**src/rtl/ofm_bram_reader.sv**
```systemverilog
// Output feature map drain: reads num_lines BRAM lines from base_addr, unpacks each line
// LSB-first into ACC_WIDTH words and streams them over a registered valid/ready port.
module ofm_bram_reader #(
  parameter int unsigned ADDR_WIDTH = 32,
  parameter int unsigned DATA_WIDTH = 128,
  parameter int unsigned ACC_WIDTH  = 16,
  parameter int unsigned LEN_WIDTH  = 16
) (
  input  logic                  clk,
  input  logic                  rst,
  input  logic                  start,
  input  logic [ADDR_WIDTH-1:0] base_addr,
  input  logic [LEN_WIDTH-1:0]  num_lines,
  output logic                  bram_en,
  output logic [ADDR_WIDTH-1:0] bram_addr,
  input  logic [DATA_WIDTH-1:0] bram_rdata,
  output logic [ACC_WIDTH-1:0]  m_data,
  output logic                  m_valid,
  input  logic                  m_ready,
  output logic                  m_last,
  output logic                  busy,
  output logic                  done
);

  localparam int unsigned WPL   = DATA_WIDTH / ACC_WIDTH;
  localparam int unsigned IDX_W = (WPL > 1) ? $clog2(WPL) : 1;
  localparam int unsigned CNT_W = LEN_WIDTH + 3;
  localparam logic [IDX_W-1:0] LAST_IDX = IDX_W'(WPL - 1);
  localparam bit SINGLE_WORD = (WPL == 1);

  localparam logic [1:0] S_IDLE   = 2'd0;
  localparam logic [1:0] S_RUN    = 2'd1;
  localparam logic [1:0] S_FINISH = 2'd2;

  logic [1:0]            state_q, state_d;
  logic [LEN_WIDTH-1:0]  num_q, num_d;
  logic [ADDR_WIDTH-1:0] next_addr_q, next_addr_d;
  logic [CNT_W-1:0]      issued_q, issued_d;
  logic [CNT_W-1:0]      started_q, started_d;
  logic [DATA_WIDTH-1:0] buf_q [2];
  logic                  wr_ptr_q, wr_ptr_d;
  logic                  rd_ptr_q, rd_ptr_d;
  logic [1:0]            cnt_q, cnt_d;
  logic                  en_q, en_d;
  logic [ADDR_WIDTH-1:0] addr_q, addr_d;
  logic                  rd_vld_q;
  logic [ACC_WIDTH-1:0]  m_data_q, m_data_d;
  logic                  m_valid_q, m_valid_d;
  logic                  m_last_q, m_last_d;
  logic [IDX_W-1:0]      idx_q, idx_d;

  logic [CNT_W-1:0]      num_ext;
  logic                  accept, push, pop;
  logic [1:0]            remaining;
  logic                  head_ptr;
  logic [IDX_W-1:0]      nidx;
  logic [2:0]            occupancy;
  logic                  load_new;
  logic [DATA_WIDTH-1:0] src_line;

  assign num_ext   = CNT_W'(num_q);
  assign accept    = m_valid_q && m_ready;
  // Read data returns two edges after the address is launched; rd_vld_q marks that edge.
  assign push      = rd_vld_q;
  assign pop       = accept && (idx_q == LAST_IDX);
  assign remaining = cnt_q - {1'b0, pop};
  assign head_ptr  = rd_ptr_q ^ pop;
  assign nidx      = idx_q + 1'b1;
  // Credit: buffered lines plus both stages of an outstanding read must stay below two.
  assign occupancy = {1'b0, cnt_q} + {2'b00, en_q} + {2'b00, rd_vld_q};

  always_comb begin
    state_d     = state_q;
    num_d       = num_q;
    next_addr_d = next_addr_q;
    issued_d    = issued_q;
    started_d   = started_q;
    en_d        = 1'b0;
    addr_d      = addr_q;
    m_data_d    = m_data_q;
    m_valid_d   = m_valid_q;
    m_last_d    = m_last_q;
    idx_d       = idx_q;
    load_new    = 1'b0;
    src_line    = bram_rdata;

    wr_ptr_d = wr_ptr_q ^ push;
    rd_ptr_d = rd_ptr_q ^ pop;
    cnt_d    = cnt_q + {1'b0, push} - {1'b0, pop};

    // Output register: advance within the head line, else move to the next available line.
    if (!m_valid_q || m_ready) begin
      if (m_valid_q && (idx_q != LAST_IDX)) begin
        idx_d     = nidx;
        m_data_d  = buf_q[rd_ptr_q][nidx*ACC_WIDTH +: ACC_WIDTH];
        m_valid_d = 1'b1;
        m_last_d  = (nidx == LAST_IDX) && (started_q == num_ext);
      end else begin
        if (remaining != 2'd0) begin
          src_line = buf_q[head_ptr];
          load_new = 1'b1;
        end else if (push) begin
          src_line = bram_rdata;
          load_new = 1'b1;
        end
        if (load_new) begin
          idx_d     = '0;
          m_data_d  = src_line[ACC_WIDTH-1:0];
          m_valid_d = 1'b1;
          started_d = started_q + 1'b1;
          m_last_d  = SINGLE_WORD && ((started_q + 1'b1) == num_ext);
        end else begin
          m_valid_d = 1'b0;
          m_last_d  = 1'b0;
        end
      end
    end

    case (state_q)
      S_IDLE: begin
        if (start) begin
          num_d     = num_lines;
          issued_d  = '0;
          started_d = '0;
          if (num_lines != '0) begin
            state_d     = S_RUN;
            en_d        = 1'b1;
            addr_d      = base_addr;
            next_addr_d = base_addr + 1'b1;
            issued_d    = CNT_W'(1);
          end else begin
            state_d = S_FINISH;
          end
        end
      end
      S_RUN: begin
        if ((issued_q < num_ext) && (occupancy < 3'd2)) begin
          en_d        = 1'b1;
          addr_d      = next_addr_q;
          next_addr_d = next_addr_q + 1'b1;
          issued_d    = issued_q + 1'b1;
        end
        if (pop && m_last_q) begin
          state_d = S_FINISH;
        end
      end
      S_FINISH: begin
        state_d = S_IDLE;
      end
      default: begin
        state_d = S_IDLE;
      end
    endcase
  end

  always_ff @(posedge clk or posedge rst) begin
    if (rst) begin
      state_q     <= S_IDLE;
      num_q       <= '0;
      next_addr_q <= '0;
      issued_q    <= '0;
      started_q   <= '0;
      wr_ptr_q    <= 1'b0;
      rd_ptr_q    <= 1'b0;
      cnt_q       <= '0;
      en_q        <= 1'b0;
      addr_q      <= '0;
      rd_vld_q    <= 1'b0;
      m_data_q    <= '0;
      m_valid_q   <= 1'b0;
      m_last_q    <= 1'b0;
      idx_q       <= '0;
      buf_q[0]    <= '0;
      buf_q[1]    <= '0;
    end else begin
      state_q     <= state_d;
      num_q       <= num_d;
      next_addr_q <= next_addr_d;
      issued_q    <= issued_d;
      started_q   <= started_d;
      wr_ptr_q    <= wr_ptr_d;
      rd_ptr_q    <= rd_ptr_d;
      cnt_q       <= cnt_d;
      en_q        <= en_d;
      addr_q      <= addr_d;
      rd_vld_q    <= en_q;
      m_data_q    <= m_data_d;
      m_valid_q   <= m_valid_d;
      m_last_q    <= m_last_d;
      idx_q       <= idx_d;
      if (push) begin
        buf_q[wr_ptr_q] <= bram_rdata;
      end
    end
  end

  assign bram_en   = en_q;
  assign bram_addr = addr_q;
  assign m_data    = m_data_q;
  assign m_valid   = m_valid_q;
  assign m_last    = m_last_q;
  assign busy      = (state_q == S_RUN) || (state_q == S_FINISH);
  assign done      = (state_q == S_FINISH);

endmodule

```
**config.mk**
```make
export PLATFORM = sky130hd
export DESIGN_NAME = ofm_bram_reader
export DESIGN_NICKNAME = d
export VERILOG_FILES = /design/src/rtl/ofm_bram_reader.sv
export SDC_FILE = /design/constraint.sdc
export NUM_CORES = 1
export LEC_CHECK = 0
export CORE_MARGIN = 2
export CORE_UTILIZATION = 30
export DETAILED_ROUTE_END_ITERATION = 10
export HOLD_SLACK_MARGIN = 0.02
export PLACE_DENSITY = 0.6
export SYNTH_ARGS = -nofsm -noshare
export SYNTH_HDL_FRONTEND = slang
export SYNTH_SLANG_ARGS = --single-unit
```
**constraint.sdc**
```tcl
create_clock -name clk -period 30 [get_ports clk]
set_input_delay 4.5 -clock clk [delete_from_list [all_inputs] [get_ports clk]]
set_output_delay 4.5 -clock clk [all_outputs]
set_load 0.01 [all_outputs]
```
==> summary.txt, run 1 <==
Core footprint - 67000 µm²
Count of final hold-check violations - 0
Clock Latency Late Sink - 590 ps
Drt total wl - 57600 µm
Layout cells sized above 1 - 0.259
Chip width - 264 µm
Least-Margin Pin Slew - 1170 ps
Area Overhead vs Synth - 23.5%
Final max-slew violation count - 0
Post-layout minimum cycle time - 7200 ps
Critical Path RT - 30440 ps
Initial core utilization - 0.303
I/O pin count - 233
Setup TNS - 0 ps
Global routing usage on met3 - 0.0393
Vias - 14200
Yosys Warn Count - 0
Worst EP arrival - 7630 ps
Clock Skew - 27.8 ps
Busiest grt layer - met2
Gr usage total - 0.164
RSZ-0062 raised after global routing - false
Slew headroom - 0.221
Leading area contributor after synthesis - dfrtp_1
Total CTS buffers - 46
Vias in the first global route - 14800
Post_cts resized - 0
Layout Utilization - 0.374
CTS H-tree lvls - 2
Crit-path max FO - 192
Avg WL per Cell - 20.9 µm
Maximum VDD drop - 0.0000505 V
Post-synth top cells - dfrtp_1 (403), mux2_2 (262), nand2_1 (140)
PortBufs - 232
Filler cells - 6472
Post-CTS Setup Inserts - 0
Detailed Route Iter0 Violations - 950
Final setup vio count - 0
Sequential area share after synthesis - 0.497
Hold slack - 477 ps
DRC - 0
Placer Congestion - 0.806
Fin crit share - 0.240
Setup crit start kind - primary input
Via density - 5.16
Crit Path Class - primary input to asynchronous set/reset pin
Post-route ant nets - 0
Root buffer cell - clkbuf_16
Power per cell area - 99.2 nW/µm²
Max Freq - 139 MHz
GR Layer Usage met1 - 0.213
Drt pass-1 iters - 5
First-pass GRT wire length - 89200 µm
Synth Instances - 1648
Syn Nets - 1857
CTS tree - done
Crit path capture type - asynchronous set/reset pin
Die height - 264 µm
Die area - 69700 µm²
Total Power - 2480 µW
Status - complete, no violations
Most common cell in the netlist - dfrtp_1
Share of the synthesized area in the top cell type - 0.497
Antenna violations before repair - 15
Row Count - 95
Largest net degree at the start of global routing - 193
Final Net Count - 2052
GR Layer Usage met2 - 0.273
Synth Area per Inst - 12.3 µm²
Register bit total from synthesis - 403
Max-cap violation count - 0
Leak pwr - 0.0102 µW
Largest cells by area after synthesis - dfrtp_1 (50%), mux2_2 (15%), mux4_2 (8.9%)
Clock Sinks - 403
Post-synth EDFFs - 0
CTS Hold Bufs - 0
Clk buf depth - 3
Worst-path clk slew - 60 ps
Placed wire-length estimate - 39300 µm
Cell area after synthesis - 20300 µm²
Ys flop type - dfrtp_1
Worst Hold Class - flop to flop
Post-synth ARST share - 1.00
Grt total ovfl - 0
Synth unique cells - 80
==> kinds of logic (layout without fill, tap and decap cells) <==
logic type               count (synthesis)  in the layout  synth area share
AO/OA/AOI/OAI                          297            297            0.0911
XOR/XNOR                                66             66            0.0289
adder cells (fa/ha/maj)                 29             29            0.0179
buffers and inverters                  137            367            0.0287
flip-flops                             403            403             0.497
multiplexers                           361            361             0.244
other                                    0              6                 0
AND/OR/NAND/NOR                        355            355            0.0927
==> cell usage in the layout (no fill, tap or decap), types with 11 or more instances in the layout <==
| cell type | netlist | routed |
|---|---|---|
| nand3_1 | 45 | 45 |
| dfrtp_1 | 403 | 401 |
| xnor2_1 | 38 | 38 |
| nand4_1 | 15 | 15 |
| mux2i_1 | 19 | 19 |
| nand2_1 | 140 | 140 |
| mux4_2 | 80 | 80 |
| inv_1 | 34 | 33 |
| o22ai_1 | 26 | 26 |
| o21ai_0 | 89 | 89 |
| a21oi_1 | 84 | 84 |
| mux2_2 | 262 | 262 |
| nor3_1 | 11 | 11 |
| clkdlybuf4s50_1 | 0 | 232 |
| xor2_1 | 27 | 27 |
| clkbuf_16 | 0 | 47 |
| a31oi_1 | 25 | 25 |
| buf_4 | 1 | 15 |
| ha_1 | 29 | 26 |
| nor2_1 | 63 | 63 |
==> state kept, by name, indices dropped and copies added (netlist names) <==
| register | count |
|---|---|
| bram_en | 1 |
| num_q | 16 |
| cnt_q | 2 |
| state_q | 2 |
| m_data | 16 |
| push | 1 |
| buf_q | 256 |
| started_q | 19 |
| bram_addr | 32 |
| issued_q | 19 |
| wr_ptr_q | 1 |
| rd_ptr_q | 1 |
| idx_q | 3 |
| next_addr_q | 32 |
| m_last | 1 |
| m_valid | 1 |
==> final timing paths <==
path	slack, ps	endpoint	startpoint	cells past startpoint
hold / removal	480	bram_addr[3]$_DFFE_PP0P_	bram_addr[3]$_DFFE_PP0P_	2
setup / recovery	22800	rd_ptr_q$_DFF_PP0_	rst	4
setup reg to reg	26310	m_data[2]$_DFFE_PP0P_	idx_q[0]$_DFFE_PP0P_	6
min in group asynchronous	4490	buf_q[120]$_DFFE_PP0P_	rst	2
hold reg to reg	480	bram_addr[3]$_DFFE_PP0P_	bram_addr[3]$_DFFE_PP0P_	2
max in group clk	23220	next_addr_q[9]$_DFFE_PP0P_	start	8
==> power by group <==
group / internal [µW] / switching (µW) / total (µW) / leakage, µW
clock: 349 / 240 / 589 / 0.000784
combinational: 525 / 444 / 968 / 0.00464
sequential: 773 / 155 / 927 / 0.00475
==> layout make-up <==
| class | count | area [µm²] | share of cell area |
|---|---|---|---|
| clock buffer | 65 | 1340 | 0.0536 |
| tap | 873 | 1090 | 0.0436 |
| sequential | 403 | 10100 | 0.403 |
| inverter | 36 | 143 | 0.00569 |
| antenna | 6 | 15.0 | 0.000599 |
| multi-input combinational | 1108 | 9670 | 0.386 |
| timing repair buffer | 248 | 2450 | 0.0980 |
| clock inverter | 18 | 246 | 0.00984 |
==> critical path, cell delays in order <==
cell and delay [ps]:
clkdlybuf4s50_1 490, inv_8 620, buf_12 700, buf_4 930
==> through the flow <==
stage | cells | setup WS, ps | area, µm²
2_1_floorplan | 1648 | 14290 | 20300
3_5_place_dp | 2668 | 22070 | 23500
5_1_grt | 2756 | 22330 | 25100
4_1_cts | 2751 | 22720 | 25000
3_3_place_gp | 2668 | 22180 | 23500
6_report | 2757 | 22800 | 25100
==> metal layers <==
metal | vias up | share of wire | wire length [µm]
met2 | 327 | 0.49 | 28200
met1 | 7373 | 0.43 | 24800
met4 | 12 | 0.020 | 1130
met5 | - | 0.0014 | 80
li1 | 6448 | - | -
met3 | 75 | 0.059 | 3420
Note: power is estimated with default switching activity, not from simulation.
==> run 2: changes to the inputs <==
--- a/config.mk
+++ b/config.mk
@@ -9,7 +9,7 @@
 export CORE_UTILIZATION = 30
 export DETAILED_ROUTE_END_ITERATION = 10
 export HOLD_SLACK_MARGIN = 0.02
-export PLACE_DENSITY = 0.6
+export PLACE_DENSITY = 0.62
 export SYNTH_ARGS = -nofsm -noshare
 export SYNTH_HDL_FRONTEND = slang
 export SYNTH_SLANG_ARGS = --single-unit
==> constraint.sdc (replaced) <==
create_clock -name clk -period 6.3 [get_ports clk]
set_input_delay 0.945 -clock clk [delete_from_list [all_inputs] [get_ports clk]]
set_output_delay 0.945 -clock clk [all_outputs]
set_load 0.01 [all_outputs]
==> summary.txt, run 2 (same netlist as run 1, synthesis figures left out) <==
Count of final hold-check violations - 0 (unchanged)
Part of the power in registers - 0.372 (about the same)
Initial core utilization - 0.303 (unchanged)
Commonest non-fill, non-tap cells in the layout - dfrtp_1 (401), mux2_2 (262), clkdlybuf4s50_1 (232)
Post-CTS Setup Inserts - 0 (unchanged)
Critical Path RT - 6800 ps (-23640 ps)
Worst-path clk slew - 60 ps (about the same)
Crit-path max FO - 69 (-64%)
Final setup vio count - 0 (unchanged)
Final instance area - 25100 µm² (+0.37%)
Sw frac - 0.339 (+0.00169)
Maximum VDD drop - 0.000267 V (+430%)
R2R setup slack - 2530 ps (-23780 ps)
CTS tree - done
Worst Setup EP - next_addr_q[27]$_DFFE_PP0P_
Internal - 7900 µW (+380%)
Final Net Count - 2057 (+0.24%)
Met3 routed WL - 3170 µm (-7.3%)
Least-Margin Pin Slew - 1240 ps (+70.3 ps)
Max-cap violation count - 0 (unchanged)
Final max-slew violation count - 0 (unchanged)
Vias - 14200 (+0.098%)
Setup crit start kind - flop
DR top layer - met5
Root buffer cell - clkbuf_16
Leak pwr - 0.0102 µW (+0.37%)
Post-layout minimum cycle time - 3770 ps
Biggest register - buf_q
I/O pin count - 233 (unchanged)
Crit path capture type - flop
Crit Reg-Reg Endpoint - next_addr_q[27]$_DFFE_PP0P_
Largest net degree at the start of global routing - 131 (-32%)
Detailed Route Iter0 Violations - 997 (+4.9%)
Layout cells sized above 1 - 0.261 (+0.00155)
Status - complete, no violations
Clock Latency Late Sink - 620 ps (+30 ps)
First-pass GRT wire length - 89300 µm (+0.19%)
Met2 wire length - 27800 µm (-1.4%)
Total Power - 12000 µW (+380%)
Antenna violations before repair - 17 (+2)
Clock Sinks - 403 (unchanged)
Drt pass-1 iters - 7 (+2)
Slew headroom - 0.174 (-0.0469)
Core footprint - 67000 µm² (unchanged)
Post-route ant nets - 0 (unchanged)
Post_cts resized - 0 (unchanged)
Power per cell area - 476 nW/µm² (+380%)
Area Overhead vs Synth - 24.0%
Worst EP arrival - 4280 ps (-3350 ps)
Commonest non-fill, non-tap cell in the layout - dfrtp_1
Via density - 5.15 (-0.26%)
Worst Hold Class - flop to flop
Chip width - 264 µm (unchanged)
Max reg flops - 256 (unchanged)
Psw - 4060 µW (+380%)
Total CTS buffers - 48 (+4.3%)
Vias in the first global route - 14800 (+0.22%)
Avg WL per Cell - 20.6 µm (-1.4%)
Clk buf depth - 3 (unchanged)
Drt total wl - 57000 µm (-1.0%)
RSZ-0062 raised after global routing - false
Met1 WL - 24700 µm (-0.44%)
Placed cell area - 23500 µm² (about the same)
Max Freq - 265 MHz
PortBufs - 232 (unchanged)
Combinational fraction of design power - 0.386 (-0.004)
Die area - 69700 µm² (unchanged)
Clock Skew - 46.1 ps (+18.3 ps)
Placer Congestion - 0.809 (+0.36%)
Placed wire-length estimate - 40100 µm (+2.1%)
Grt total ovfl - 0 (unchanged)
Clock network fraction of total power - 0.243 (+0.006)
Die height - 264 µm (unchanged)
Fin crit share - 0.599
Hold slack - 473 ps (-3.54 ps)
Reg2reg start - state_q[1]$_DFFE_PP0P_
PnR worst setup slack - 2530 ps (-20280 ps)
Crit Path Class - flop to flop
Layout Utilization - 0.375 (+0.00138)
Gr usage total - 0.163 (-0.00129)
Row Count - 95 (unchanged)
CTS H-tree lvls - 2 (unchanged)
CTS Hold Bufs - 0 (unchanged)
Worst R2R Path Depth - 9 (+3)
Place WS - 2590 ps (-19480 ps)
Critical Path Start - state_q[1]$_DFFE_PP0P_
DRC - 0 (unchanged)
HP Start - bram_addr[28]$_DFFE_PP0P_
==> run 2: through the flow <==
stage / std cells / setup TNS [ps]
global placement: 2671 / 0
global route: 2765 / 0
detailed placement: 2671 / 0
floorplan: 1648 / -29310
finish: 2767 / 0
CTS: 2759 / 0
==> run 2: area by class of cell <==
cell class / count / area (µm²)
fill: 6408 / 41900
clock inverter: 25 / 353
multi-input combinational: 1108 / 9670
inverter: 36 / 139
tap: 873 / 1090
antenna: 8 / 20.0
sequential: 403 / 10100
clock buffer: 63 / 1310
timing repair buffer: 251 / 2480
==> run 2: worst min-delay path by stage <==
stage          slack (ps)  depth (start not counted)                   endpoint
2_1_floorplan         430                          0             push$_DFF_PP0_
3_5_place_dp          470                          2  bram_addr[28]$_DFFE_PP0P_
3_3_place_gp          460                          2  bram_addr[28]$_DFFE_PP0P_
4_1_cts               480                          2  bram_addr[28]$_DFFE_PP0P_
5_1_grt               510                          1      buf_q[92]$_DFFE_PP0P_
6_report              470                          2  bram_addr[28]$_DFFE_PP0P_
==> run 2: worst max-delay path, cell delays in order (launching register included) <==
cell	delay, ps
dfrtp_1	390
inv_1	120
ha_4	690
buf_4	630
a32o_1	430
nand4_2	480
nor4_4	480
xor2_1	190
o22ai_1	100
a21oi_1	130
==> run 2: routing by layer <==
metal | track usage | vias up
met1 | 0.217 | 7342
li1 | - | 6455
met4 | 0.0467 | 10
met3 | 0.0305 | 84
met2 | 0.271 | 358
met5 | 0 | -
==> run 2: power by group through the flow <==
| stage | sequential (µW) | combinational [µW] | clock [µW] |
|---|---|---|---|
| 2_1_floorplan | 4210 | 3290 | 0 |
| 3_3_place_gp | 4410 | 4540 | 0 |
| 3_5_place_dp | 4490 | 4650 | 0 |
| 4_1_cts | 4450 | 4670 | 2980 |
| 5_1_grt | 4590 | 4980 | 3080 |
| 6_report | 4440 | 4620 | 2900 |
==> run 3: changes to the inputs <==
==> constraint.sdc (replaced) <==
create_clock -name clk -period 3.15 [get_ports clk]
set_input_delay 0.4725 -clock clk [delete_from_list [all_inputs] [get_ports clk]]
set_output_delay 0.4725 -clock clk [all_outputs]
set_load 0.01 [all_outputs]
==> summary.txt, run 3 (same netlist as run 1, synthesis figures left out) <==
Multi-input combinational cell area - 9670 µm² (about the same)
Initial core utilization - 0.303 (unchanged)
Commonest non-fill, non-tap cell in the layout - dfrtp_1
Die area - 69700 µm² (unchanged)
CTS H-tree lvls - 2 (unchanged)
Drt pass-1 iters - 4 (-3)
R2R setup slack - 330 ps (-2190 ps)
Placer Congestion - 0.800 (-1.1%)
Largest net degree at the start of global routing - 86 (-34%)
Die height - 264 µm (unchanged)
Vias in the first global route - 15100 (+2.1%)
Placed wire-length estimate - 41400 µm (+3.1%)
Total CTS buffers - 47 (-2.1%)
Total Power - 24000 µW (+100%)
Sw frac - 0.340 (+0.000856)
Post-CTS Setup Inserts - 0 (unchanged)
Area Overhead vs Synth - 26.1%
CTS Hold Bufs - 0 (unchanged)
Final setup vio count - 0 (unchanged)
Core footprint - 67000 µm² (unchanged)
Critical Path RT - 3630 ps (-3170 ps)
Worst EP arrival - 3300 ps (-980 ps)
Final Net Count - 2092 (+1.7%)
Combinational fraction of design power - 0.407 (+0.021)
Post-route ant nets - 0 (unchanged)
Crit Path Class - flop to flop
Max-cap violation count - 0 (unchanged)
Power per cell area - 937 nW/µm² (+97%)
Worst-path clk slew - 60 ps (about the same)
RSZ-0062 raised after global routing - false
Chip width - 264 µm (unchanged)
Status - complete, no violations
Vias - 14300 (+0.26%)
Clock Latency Late Sink - 620 ps (about the same)
Clk buf depth - 3 (unchanged)
Crit-path max FO - 22 (-68%)
Flip-flop and latch area - 10100 µm² (unchanged)
Post_cts resized - 0 (unchanged)
Avg WL per Cell - 20.5 µm (-0.55%)
Root buffer cell - clkbuf_16
Final max-slew violation count - 0 (unchanged)
Row Count - 95 (unchanged)
Max Freq - 355 MHz (+34%)
PortBufs - 232 (unchanged)
Antenna violations before repair - 13 (-4)
Place WS - 88.3 ps (-2500 ps)
Biggest register - buf_q
Max reg flops - 256 (unchanged)
Clock Skew - 39.4 ps (-6.68 ps)
Leak pwr - 0.0104 µW (+2.0%)
Internal - 15800 µW (+100%)
Slew headroom - 0.390 (+0.216)
Drt total wl - 57400 µm (+0.56%)
Commonest non-fill, non-tap cells in the layout - dfrtp_1 (401), mux2_2 (262), clkdlybuf4s50_1 (232)
CTS tree - done
Filler cells - 6464 (+0.87%)
Psw - 8150 µW (+100%)
DRC - 0 (unchanged)
Detailed Route Iter0 Violations - 821 (-18%)
Worst Hold Class - primary input to asynchronous set/reset pin
Fin crit share - 0.895 (+0.296)
Gr usage total - 0.164 (+0.000821)
Maximum VDD drop - 0.000481 V (+80%)
I/O pin count - 233 (unchanged)
PnR worst setup slack - 331 ps (-2190 ps)
Count of final hold-check violations - 0 (unchanged)
Setup crit start kind - flop
Post-layout minimum cycle time - 2820 ps (-955 ps)
Layout cells sized above 1 - 0.272 (+0.0114)
First-pass GRT wire length - 89800 µm (+0.49%)
Clock network fraction of total power - 0.228 (-0.015)
Part of the power in registers - 0.365 (-0.007)
Least-Margin Pin Slew - 915 ps (-324 ps)
Clock Sinks - 403 (unchanged)
Crit path capture type - flop
Grt total ovfl - 0 (unchanged)
Via density - 5.11 (-0.85%)
run 3: changes by cell type in the layout (fill, tap and decap cells not counted), sizes merged:
| cell | delta |
|---|---|
| clkinv | -7 |
| clkbuf | +12 |
| clkinvlp | +1 |
| diode | -4 |
| inv | -2 |
| bufinv | -5 |
| buf | +36 |
run 3: layer usage:
layer	vias to the layer above	GRT usage	wire, µm
li1	6523	-	-
met1	7397	0.215	25400
met2	280	0.275	28000
met3	78	0.0340	2680
met4	8	0.0448	1260
met5	-	0	50
run 3: worst paths after layout:
| check | from | to | cells past startpoint |
|---|---|---|---|
| min in group clk | bram_addr[28]$_DFFE_PP0P_ | bram_addr[28]$_DFFE_PP0P_ | 2 |
| max in group asynchronous | rst | buf_q[227]$_DFFE_PP0P_ | 4 |
| min reg2reg | bram_addr[28]$_DFFE_PP0P_ | bram_addr[28]$_DFFE_PP0P_ | 2 |
| min | rst | m_data[8]$_DFFE_PP0P_ | 2 |
| max | num_q[15]$_DFFE_PP0P_ | next_addr_q[9]$_DFFE_PP0P_ | 11 |
| max reg2reg | num_q[15]$_DFFE_PP0P_ | next_addr_q[9]$_DFFE_PP0P_ | 11 |
run 3: cell type report:
cell class / count / area share
clock buffer: 75 / 0.0552
tap: 873 / 0.0427
timing repair buffer: 287 / 0.117
antenna: 4 / 0.000392
sequential: 403 / 0.395
clock inverter: 12 / 0.00602
inverter: 36 / 0.00543
multi-input combinational: 1108 / 0.378
run 3: per-stage QoR:
step | instances | TNS, ps | utilization | cell area, µm² | hold slack [ps]
2_1_floorplan | 1648 | -1108340 | - | 20300 | 435
3_3_place_gp | 2707 | 0 | 0.358 | 24000 | 467
3_5_place_dp | 2707 | 0 | 0.358 | 24000 | 462
4_1_cts | 2794 | 0 | 0.381 | 25600 | 240
5_1_grt | 2797 | 0 | 0.381 | 25600 | 289
6_report | 2798 | 0 | 0.381 | 25600 | 255
run 3: power groups by stage:
| stage | logic, µW | registers (µW) | clock network (µW) |
|---|---|---|---|
| 4_1_cts | 9870 | 8740 | 5610 |
| 3_3_place_gp | 9640 | 8630 | 0 |
| 6_report | 9750 | 8740 | 5470 |
| 3_5_place_dp | 9840 | 8800 | 0 |
| 2_1_floorplan | 6580 | 8420 | 0 |
| 5_1_grt | 10500 | 9010 | 5820 |
run 3: worst max-delay path: stages (launching register included):
cell,delay [ps]
dfrtp_1,360
inv_1,80
ha_1,300
nand2_1,70
or2_2,310
nor3_1,490
a21oi_1,180
buf_4,220
o21ai_2,190
buf_4,260
a21oi_1,60
o22a_1,180
